$ cat src/rtl/jt6295_pkg.sv
// Shared constants for the jt6295 ADPCM encode/decode path: step table, index deltas, clamps.
package jt6295_pkg;

    localparam int IDX_MAX = 48;
    localparam logic signed [11:0] PRED_MIN = 12'sh800;
    localparam logic signed [11:0] PRED_MAX = 12'sh7FF;

    localparam logic [10:0] STEP_TAB [0:48] = '{
        11'd16,   11'd17,   11'd19,   11'd21,   11'd23,   11'd25,   11'd28,
        11'd31,   11'd34,   11'd37,   11'd41,   11'd45,   11'd50,   11'd55,
        11'd60,   11'd66,   11'd73,   11'd80,   11'd88,   11'd97,   11'd107,
        11'd118,  11'd130,  11'd143,  11'd157,  11'd173,  11'd190,  11'd209,
        11'd230,  11'd253,  11'd279,  11'd307,  11'd337,  11'd371,  11'd408,
        11'd449,  11'd494,  11'd544,  11'd598,  11'd658,  11'd724,  11'd796,
        11'd876,  11'd963,  11'd1060, 11'd1166, 11'd1282, 11'd1411, 11'd1552
    };

    localparam logic signed [4:0] IDX_DELTA [0:7] = '{
        -5'sd1, -5'sd1, -5'sd1, -5'sd1, 5'sd2, 5'sd4, 5'sd6, 5'sd8
    };

    typedef enum logic [2:0] {
        ST_IDLE,
        ST_DIFF,
        ST_Q2,
        ST_Q1,
        ST_Q0,
        ST_UPD
    } enc_state_e;

    function automatic logic [10:0] step_of(input logic [5:0] idx);
        return STEP_TAB[idx];
    endfunction

endpackage

$ cat src/rtl/jt6295_enc_update.sv
// Combinational ADPCM predictor/step-index update, bit-identical to the jt6295 decoder.
module jt6295_enc_update
    import jt6295_pkg::*;
(
    input  logic        [3:0]  code_i,
    input  logic signed [11:0] pred_i,
    input  logic        [5:0]  idx_i,
    output logic signed [11:0] pred_o,
    output logic        [5:0]  idx_o
);

    logic        [10:0] step;
    logic        [14:0] prod;
    logic        [11:0] delta;
    logic signed [13:0] sum;
    logic signed [4:0]  adj;
    logic signed [6:0]  idx_sum;

    always_comb begin
        step  = step_of(idx_i);
        // (2m+1) is just {m,1}; the product tops out at 1552*15 which fits 15 bits
        prod  = 15'(step) * 15'({code_i[2:0], 1'b1});
        delta = 12'(prod >> 3);
        if (code_i[3]) begin
            sum = $signed({{2{pred_i[11]}}, pred_i}) - $signed({2'b00, delta});
        end else begin
            sum = $signed({{2{pred_i[11]}}, pred_i}) + $signed({2'b00, delta});
        end

        if (sum > 14'sd2047) begin
            pred_o = PRED_MAX;
        end else if (sum < -14'sd2048) begin
            pred_o = PRED_MIN;
        end else begin
            pred_o = sum[11:0];
        end

        adj     = IDX_DELTA[code_i[2:0]];
        idx_sum = $signed({1'b0, idx_i}) + $signed({{2{adj[4]}}, adj});
        if (idx_sum < 7'sd0) begin
            idx_o = '0;
        end else if (idx_sum > $signed(7'(IDX_MAX))) begin
            idx_o = 6'(IDX_MAX);
        end else begin
            idx_o = idx_sum[5:0];
        end
    end

endmodule

$ cat src/rtl/jt6295_encoder.sv
// Streaming MSM6295-compatible 4-bit ADPCM encoder: 12-bit PCM in, packed code bytes out.
// IDLE: wait for sample/start/flush | DIFF: sign,|d| | Q2/Q1/Q0: one code bit each | UPD: predictor update + pack
module jt6295_encoder
    import jt6295_pkg::*;
#(
    parameter int ADDR_W = 18
) (
    input  logic               clk,
    input  logic               rst,
    input  logic               cen,
    input  logic               start,
    input  logic               flush,
    input  logic signed [11:0] pcm_in,
    input  logic               pcm_valid,
    output logic               pcm_ready,
    output logic [7:0]         enc_data,
    output logic               enc_valid,
    input  logic               enc_ready,
    output logic [ADDR_W-1:0]  byte_cnt,
    output logic               busy
);

    enc_state_e         state_q, state_d;
    logic signed [11:0] pcm_q;
    logic signed [11:0] pred_q;
    logic        [5:0]  idx_q;
    logic               sign_q;
    logic        [12:0] r_q;
    logic        [2:0]  mag_q;
    logic               phase_hi_q;
    logic        [3:0]  held_q;
    logic        [7:0]  data_q;
    logic               valid_q;
    logic [ADDR_W-1:0]  cnt_q;
    logic               flush_pend_q;

    logic               can_cmd, start_ok, accept, flush_go, xfer;
    logic        [12:0] diff, step13;
    logic        [10:0] step;
    logic        [3:0]  upd_code;
    logic signed [11:0] upd_pred;
    logic        [5:0]  upd_idx;

    always_comb begin
        can_cmd   = (state_q == ST_IDLE) && !valid_q;
        start_ok  = can_cmd && start;
        pcm_ready = can_cmd && !start && !rst;
        accept    = pcm_valid && pcm_ready && cen;
        flush_go  = can_cmd && !start && (flush || flush_pend_q) && !phase_hi_q && cen;
        xfer      = valid_q && enc_ready && cen;
        // 13-bit wrap-around subtraction is exact for the 12-bit operand range
        diff      = {pcm_q[11], pcm_q} - {pred_q[11], pred_q};
        step      = step_of(idx_q);
        step13    = {2'b00, step};
        upd_code  = (state_q == ST_UPD) ? {sign_q, mag_q} : 4'h0;
    end

    jt6295_enc_update u_update (
        .code_i (upd_code),
        .pred_i (pred_q),
        .idx_i  (idx_q),
        .pred_o (upd_pred),
        .idx_o  (upd_idx)
    );

    always_comb begin
        state_d = state_q;
        if (cen) begin
            case (state_q)
                ST_IDLE: if (accept) state_d = ST_DIFF;
                ST_DIFF: state_d = ST_Q2;
                ST_Q2:   state_d = ST_Q1;
                ST_Q1:   state_d = ST_Q0;
                ST_Q0:   state_d = ST_UPD;
                ST_UPD:  state_d = ST_IDLE;
                default: state_d = ST_IDLE;
            endcase
        end
    end

    always_ff @(posedge clk) begin
        if (rst) begin
            state_q <= ST_IDLE;
        end else begin
            state_q <= state_d;
        end
    end

    always_ff @(posedge clk) begin
        if (rst) begin
            pcm_q        <= '0;
            pred_q       <= '0;
            idx_q        <= '0;
            sign_q       <= 1'b0;
            r_q          <= '0;
            mag_q        <= '0;
            phase_hi_q   <= 1'b1;
            held_q       <= '0;
            data_q       <= '0;
            valid_q      <= 1'b0;
            cnt_q        <= '0;
            flush_pend_q <= 1'b0;
        end else if (cen) begin
            if (accept) pcm_q <= pcm_in;

            case (state_q)
                ST_DIFF: begin
                    sign_q <= diff[12];
                    r_q    <= diff[12] ? (~diff + 13'd1) : diff;
                end
                ST_Q2: begin
                    if (r_q >= step13) begin
                        mag_q[2] <= 1'b1;
                        r_q      <= r_q - step13;
                    end else begin
                        mag_q[2] <= 1'b0;
                    end
                end
                ST_Q1: begin
                    if (r_q >= {3'b000, step[10:1]}) begin
                        mag_q[1] <= 1'b1;
                        r_q      <= r_q - {3'b000, step[10:1]};
                    end else begin
                        mag_q[1] <= 1'b0;
                    end
                end
                ST_Q0: mag_q[0] <= (r_q >= {4'b0000, step[10:2]});
                ST_UPD: begin
                    pred_q <= upd_pred;
                    idx_q  <= upd_idx;
                    if (phase_hi_q) begin
                        held_q     <= {sign_q, mag_q};
                        phase_hi_q <= 1'b0;
                    end else begin
                        data_q     <= {held_q, sign_q, mag_q};
                        valid_q    <= 1'b1;
                        phase_hi_q <= 1'b1;
                    end
                end
                default: ;
            endcase

            // the zero pad nibble advances pred/idx just as the decoder will when it plays it
            if (flush_go) begin
                pred_q     <= upd_pred;
                idx_q      <= upd_idx;
                data_q     <= {held_q, 4'h0};
                valid_q    <= 1'b1;
                phase_hi_q <= 1'b1;
            end

            if (start_ok) begin
                pred_q     <= '0;
                idx_q      <= '0;
                phase_hi_q <= 1'b1;
                cnt_q      <= '0;
            end

            if (can_cmd) begin
                flush_pend_q <= 1'b0;
            end else if (flush) begin
                flush_pend_q <= 1'b1;
            end

            if (xfer) begin
                valid_q <= 1'b0;
                cnt_q   <= cnt_q + ADDR_W'(1);
            end
        end
    end

    assign enc_data  = data_q;
    assign enc_valid = valid_q;
    assign byte_cnt  = cnt_q;
    assign busy      = (state_q != ST_IDLE) || !phase_hi_q;

endmodule

$ cat config.mk
export PLATFORM = sky130hd
export DESIGN_NAME = jt6295_encoder
export DESIGN_NICKNAME = d
export VERILOG_FILES = /design/src/rtl/jt6295_pkg.sv /design/src/rtl/jt6295_enc_update.sv /design/src/rtl/jt6295_encoder.sv
export SDC_FILE = /design/constraint.sdc
export NUM_CORES = 1
export LEC_CHECK = 0
export CORE_ASPECT_RATIO = 1.25
export CORE_MARGIN = 10
export CORE_UTILIZATION = 55
export CTS_BUF_LIST = sky130_fd_sc_hd__clkbuf_8
export DETAILED_ROUTE_END_ITERATION = 10
export PLACE_DENSITY = 0.74
export SLEW_MARGIN = 10
export SYNTH_ARGS = -nofsm -noshare
export SYNTH_HDL_FRONTEND = slang
export SYNTH_SLANG_ARGS = --single-unit
$ cat constraint.sdc
create_clock -name clk -period 17.59 [get_ports clk]
set_clock_uncertainty 0.1 [all_clocks]
set_input_delay 3.518 -clock clk [delete_from_list [all_inputs] [get_ports clk]]
set_output_delay 3.518 -clock clk [all_outputs]
set_load 0.05 [all_outputs]
# [Word level (Yosys, flattened, before mapping)]
# Memory sizes are Yosys's and may differ from the RTL's.
# Cells that the tools add are included.
[op_classes] n_addsub=8 multipliers=1 n_lt_le_gt_ge=9 n_eq_ne=10 mux=39 n_bitwise=3 reduce_logical=38
[ops] operator="$mux W12" count=5
[ops] operator="$mux W13" count=3
[ops] operator="$pmux W13 S3" count=1
[ops] operator="$mux W18" count=2
[ops] operator="$mux W6" count=5
[ops] operator="$mux W8" count=3
[ops] operator="$mux W11" count=2
[ops] operator="$add A18 B1 Y18 const B" count=1
[ops] operator="$reduce_and A2 Y1" count=9
[ops] operator="$mul A11 B4 Y15" count=1
[ops] operator="$pmux W3 S5" count=1
[ops] operator="$add A12 B13 Y14" count=1
[ops] operator="$gt A14 B12 Y1 const B" count=1
[ops] operator="$lt A14 B12 Y1 const B" count=1
[ops] operator="$mux W14" count=1
[ops] operator="$sub A12 B13 Y14" count=1
[ops] operator="$add A13 B1 Y13 const B" count=1
[ops] operator="$ge A13 B10 Y1" count=1
[ops] operator="$ge A13 B11 Y1" count=1
[ops] operator="$ge A13 B9 Y1" count=1
[ops] operator="$not A13 Y13" count=1
[ops] operator="$sub A12 B12 Y13" count=1
[ops] operator="$sub A13 B10 Y13" count=1
[ops] operator="$sub A13 B11 Y13" count=1
[ops] operator="other kinds (25)" count=62
[word_totals] reg_bits=83 mem_bits_ro=744 in_bits=19 output_inout_bits=29 elab_cells=125 n_memories=2
[mem_list] name="(no name shown)" depth=64 width=11 rd=1 rd_ports_with_merged_regs=0 write_ports=0 line_no="jt6295_pkg.sv:32" text="return STEP_TAB[idx];"
[mem_list] name="(no name shown)" depth=8 width=5 rd=1 rd_ports_with_merged_regs=0 write_ports=0 line_no="jt6295_enc_update.sv:38" text="adj = IDX_DELTA[code_i[2:0]];"

# [Longest topological paths before layout]
[logic_depth] depth_word=13 depth_mapped=37 ltp_nobuf=34

# [Cells and area by module]
# A second synthesis with hierarchy kept.
[unflattened] cells_unflattened=1326 hier_area_um2=10047.1
[by_module_without_submodules] mod="jt6295_encoder" n_inst=1 cells_per_inst=860 area_per_inst_um2=6590.1 seq_area_each_um2=1661.6
[by_module_without_submodules] mod="jt6295_enc_update" n_inst=1 cells_per_inst=466 area_per_inst_um2=3457.1 seq_area_each_um2=0.0

# [Least setup slack after synthesis]
# OpenSTA, ideal clock, no wires.
[synth_timing] path_type="input to output" from="in rst" to="out pcm_ready" t_arrival_ps=5036 t_required_ps=13972 path_slack_ps=8936 stages=3 n_path_buf=2 path_cell_list="clkbuf_1 > clkbuf_1 > nor3_1"
[synth_between] elab_chain_cells=2
[synth_rtl] item="start: declaration" line_no="jt6295_encoder.sv:9" text="input logic rst,"
[synth_rtl] item="$logic_not A1 Y1" line_no="jt6295_encoder.sv:47" text="pcm_ready = can_cmd && !start && !rst;"
[synth_rtl] item="$logic_and A1 B1 Y1" line_no="jt6295_encoder.sv:47"
[synth_rtl] item="end: declaration" line_no="jt6295_encoder.sv:15" text="output logic pcm_ready,"
# No other way between the ends.

# [Worst setup path after layout]
[layout_timing] from="reg idx_q[1]" to="reg pred_q[5]"
[layout_between] elab_chain_cells=13 word_cells_on_any_way=15 classes_between="2 x add/sub; 1 x mul; 2 x order compare; 8 x mux; 1 x bitwise; 1 x memory"
[layout_rtl] item="start: declaration" line_no="jt6295_encoder.sv:26" text="logic [5:0] idx_q;"
[layout_rtl] item="start signal: assignment" line_no="jt6295_encoder.sv:130" text="idx_q <= upd_idx;"
[layout_rtl] item="start signal: assignment" line_no="jt6295_encoder.sv:146" text="idx_q <= upd_idx;"
[layout_rtl] item="$not A6 Y7 (implied by the code) *" line_no="jt6295_pkg.sv:32"
[layout_rtl] item="$mem_v2 Z64 W11 *"
[layout_rtl] item="$mux W11 (implied by the code) * (2 in a row)" line_no="jt6295_pkg.sv:32"
[layout_rtl] item="$mul A11 B4 Y15 *" line_no="jt6295_enc_update.sv:22" text="prod = 15'(step) * 15'({code_i[2:0], 1'b1});"
[layout_rtl] item="$add A12 B13 Y14 / $sub A12 B13 Y14 (equally long branches)" line_no="jt6295_enc_update.sv:27, jt6295_enc_update.sv:25"
[layout_rtl] item="$mux W14 *" line_no="jt6295_enc_update.sv:24" text="if (code_i[3]) begin"
[layout_rtl] item="$lt A14 B12 Y1" line_no="jt6295_enc_update.sv:32" text="end else if (sum < -14'sd2048) begin"
[layout_rtl] item="$mux W12" line_no="jt6295_enc_update.sv:32"
[layout_rtl] item="$mux W12 *" line_no="jt6295_enc_update.sv:30" text="if (sum > 14'sd2047) begin"
[layout_rtl] item="$mux W12" line_no="jt6295_encoder.sv:106" text="case (state_q)"
[layout_rtl] item="$mux W12 *" line_no="jt6295_encoder.sv:144" text="if (flush_go) begin"
[layout_rtl] item="$mux W12 *" line_no="jt6295_encoder.sv:152" text="if (start_ok) begin"
[layout_rtl] item="end signal: assignment" line_no="jt6295_encoder.sv:129" text="pred_q <= upd_pred;"
[layout_rtl] item="end signal: assignment" line_no="jt6295_encoder.sv:145" text="pred_q <= upd_pred;"
[layout_rtl] item="end: declaration" line_no="jt6295_encoder.sv:25" text="logic signed [11:0] pred_q;"
# Mark *: on every way between the ends. The rest lies on a longest branch, timed or not. The select of a mux whose other input is x is not followed.
# A chain may end at the register's enable or synchronous reset.

==> impl_metrics.csv <==
group,metric,value,unit
pwr,ir_drop,0.0486,mV
critical_path,crit_required,17.80,ns
clock_network,cts_tree,"built",
critical_path,r2r-start,"idx_q[1]$_SDFFE_PP0P_",
logic_synthesis,ys_seq_area_share,18.4,%
logic_synthesis,synthMuxAreaShare,4.14,%
detailed_routing,antenna_left,0,
logic_synthesis,synth_cell_types,87,
global_routing,grt_pass1_vias,8335,
logic_synthesis,synth_area_leader_cell,"dfxtp_1",
critical_path,worst_path_max_delay_cell,"dfxtp_1",
timing,relSlewSlack,41.1,%
clock_network,clock_path_buffers,2,
logic_synthesis,synth_top_family_by_area,"compound AO/OA/AOI/OAI gates",
clock_network,cts_root_buf,"clkbuf_8",
critical_path,endpoint_kind,"register",
logic_synthesis,synth.net_count,1302,
clock_network,cts-buffers-inserted,9,
finish,final_util,60.5,%
critical_path,crit_cells,33,
critical_path,worst_setup_path_start_kind,"register",
critical_path,cp_max_fo,15,
timing,rsz0062_at_grt,"false",
global_routing,grt_max_degree,61,
floorplan,io_pins,48,
pwr,p_sw,0.108,mW
clock_network,post_cts_resized,0,
critical_path,crit_path_end,"pred_q[5]$_SDFFE_PP0P_",
logic_synthesis,synth.area.top_cells,"dfxtp_1, ha_1, nor2_1",
finish,layout_commonest_cell,"nor2_1",
pwr,clockPowerShare,34.3,%
critical_path,timing.rr.end,"pred_q[5]$_SDFFE_PP0P_",
critical_path,ff2ff_setup_slack,8.49,ns
finish,nets,1319,
critical_path,crit_path_start,"idx_q[1]$_SDFFE_PP0P_",
hold_path,hold_path_class,"reg -> reg",
logic_synthesis,synthFlopType,"dfxtp_1",
finish,layout-area-overhead-vs-synth,8.36,%
global_routing,grt_pass1_wl,40600,um
logic_synthesis,ys_ff_latch,83,
logic_synthesis,ys_warn_count,0,
placement,io_buffer_count,47,
clock_network,cts_sinks,83,
detailed_routing,drt_wl_total,24200,um
finish,fill_cells,1531,
floorplan,die_area,22000,sq um
outcome,status,"finished, final reports clean",
floorplan,die_x,135,um
timing,fin_crit,9.10,ns
timing,worst_pin_slew,0.882,ns
logic_synthesis,synth-edff-count,0,
critical_path,worstSetupPathType,"reg -> reg",
global_routing,grt_usage,21.9,%
timing,period_share,51.7,%
pwr,p_int,0.269,mW
timing,finalSetupViolations,0,
logic_synthesis,async_flop_share,0,%
clock_network,post-cts-setup-buffer-count,0,
placement,dp_hpwl,18900,um
timing,fmax,110,MHz
clock_network,h-tree-depth,3,
pwr,combPwrFrac,15.2,%
floorplan,initial_utilization,55.8,%
detailed_routing,vias_per_cell,6.11,
pwr,cellLeakagePower,4.19,nW
detailed_routing,drtIter0Drc,606,
detailed_routing,route.detailed.drc,0,
pwr,p_per_area,38.5,nW/um^2
finish,layout_common_cells,"nor2_1, ha_1, dfxtp_1, a21oi_1, inv_1",
logic_synthesis,syn-instance-count,1173,
floorplan,row_count,52,
placement,gp_congestion,0.970,
logic_synthesis,synth_area,9040,sq um
timing,slew_violations,0,
timing,whs,0.387,ns
logic_synthesis,yosys.area_share.simple,22.7,%
finish,drive_gt1_share,5.19,%
detailed_routing,avgRoutedWirePerCell,17.1,um
global_routing,grt_overflow,0,
detailed_routing,vias,8618,
critical_path,cp_top_family,"compound AO/OA/AOI/OAI gates",
global_routing,antenna_found_initial,0,
critical_path,r2r_cells,33,
flow_run,maxCapViolations,0,
timing,tns,0,ns
finish,antenna_cells,0,
logic_synthesis,synth_compound_area_share,25.3,%
pwr,total_power,0.377,mW
critical_path,cp.arrival,9.31,ns
logic_synthesis,synth_top_area_share,18.4,%
timing,finalHoldViolations,0,
logic_synthesis,yosys.area_share.xor_xnor,6.68,%
floorplan,core_area,16200,sq um
logic_synthesis,synthAdderAreaFrac,17.2,%
clock_network,worstSkewPairLatency,0.36,ns
clock_network,cts_hold_buffers,0,
floorplan,dieHeight,163,um
critical_path,max_stage_delay,0.68,ns
logic_synthesis,avgSynthCellArea,7.71,sq um
critical_path,critPathBufInv,3,
pwr,switching_share,28.6,%
pwr,power_frac_seq,50.5,%
clock_network,path_clk_slew,0.09,ns
detailed_routing,dr.pass1.iters,5,
==> routing by layer <==
metal  vias to the layer above  share of wire (%)  track usage, %
li1                       4286                  -               -
met1                      4098                 43            26.6
met2                       194                 50            38.1
met3                        40                3.6            2.64
met4                         0                3.4            8.87
met5                         -                  0               0
==> power groups by stage <==
stage | logic [mW] | registers (mW) | clock network, mW
2_1_floorplan | 0.0422 | 0.194 | 0
3_3_place_gp | 0.0556 | 0.195 | 0
3_5_place_dp | 0.0561 | 0.195 | 0
4_1_cts | 0.0564 | 0.191 | 0.132
5_1_grt | 0.0627 | 0.191 | 0.138
6_report | 0.0574 | 0.191 | 0.129
==> flip-flops by register name, summed over array words and instances, names as in the netlist <==
signal and count:
pcm_q 12, enc_valid 1, flush_pend_q 1, byte_cnt 18, enc_data 8, state_q 3
idx_q 6, held_q 4, phase_hi_q 1, pred_q 12, sign_q 1, mag_q 3
r_q 13
==> layout make-up <==
| type | count | area, sq um | share of cell area (%) |
|---|---|---|---|
| clock buffer | 11 | 151 | 1.54 |
| inverter | 70 | 263 | 2.68 |
| timing repair buffer | 58 | 548 | 5.59 |
| clock inverter | 5 | 28.8 | 0.294 |
| tap | 216 | 270 | 2.76 |
| sequential | 83 | 1660 | 17.0 |
| multi-input combinational | 968 | 6880 | 70.2 |
==> worst min-delay path: stages, from the launching register on <==
cell and delay, ns:
dfxtp_1 0.32, o21ai_0 0.07, a21oi_1 0.06
==> synthesized netlist by cell type (13+ instances only) <==
cell type,number
a211oi_1,16
a21o_1,21
a21oi_1,75
a22oi_1,13
a31oi_1,16
and3_1,20
clkbuf_1,36
dfxtp_1,83
fa_1,23
ha_1,87
inv_1,69
mux2i_1,34
nand2_1,69
nand2b_1,14
nand3_1,33
nor2_1,163
nor2b_1,16
nor3_1,38
o21a_1,17
o21ai_0,59
xnor2_1,37
xor2_1,32
==> worst min-delay path by stage <==
stage / from / depth (start not counted) / endpoint / slack [ns]
after floorplan: held_q[0]$_SDFFE_PP0P_ / 2 / enc_data[4]$_SDFFE_PP0P_ / 0.36
after global placement: byte_cnt[17]$_SDFFE_PP0P_ / 2 / byte_cnt[17]$_SDFFE_PP0P_ / 0.37
after detailed placement: byte_cnt[17]$_SDFFE_PP0P_ / 2 / byte_cnt[17]$_SDFFE_PP0P_ / 0.38
after CTS: byte_cnt[17]$_SDFFE_PP0P_ / 2 / byte_cnt[17]$_SDFFE_PP0P_ / 0.40
after global routing: byte_cnt[17]$_SDFFE_PP0P_ / 2 / byte_cnt[17]$_SDFFE_PP0P_ / 0.42
final: byte_cnt[17]$_SDFFE_PP0P_ / 2 / byte_cnt[17]$_SDFFE_PP0P_ / 0.39
==> kinds of logic (layout without fill, tap and decap cells) <==
family,after synthesis,in the layout
muxes,37,37
xor gates and xnor gates,69,69
AOI/OAI and AO/OA,328,328
and+or+nand+nor,423,423
adders and majority gates,111,111
buffers and inverters,122,144
DFF,83,83
==> metrics by stage <==
step                worst slack (ns)  cell area [sq um]  instances
CTS                             8.60               9800       1411
detailed placement              8.62               9620       1395
floorplan                       8.94               9040       1173
global route                    7.77               9800       1411
global placement                8.88               9620       1395
finish                          8.49               9800       1411
Power figures use the tool's default switching activity.
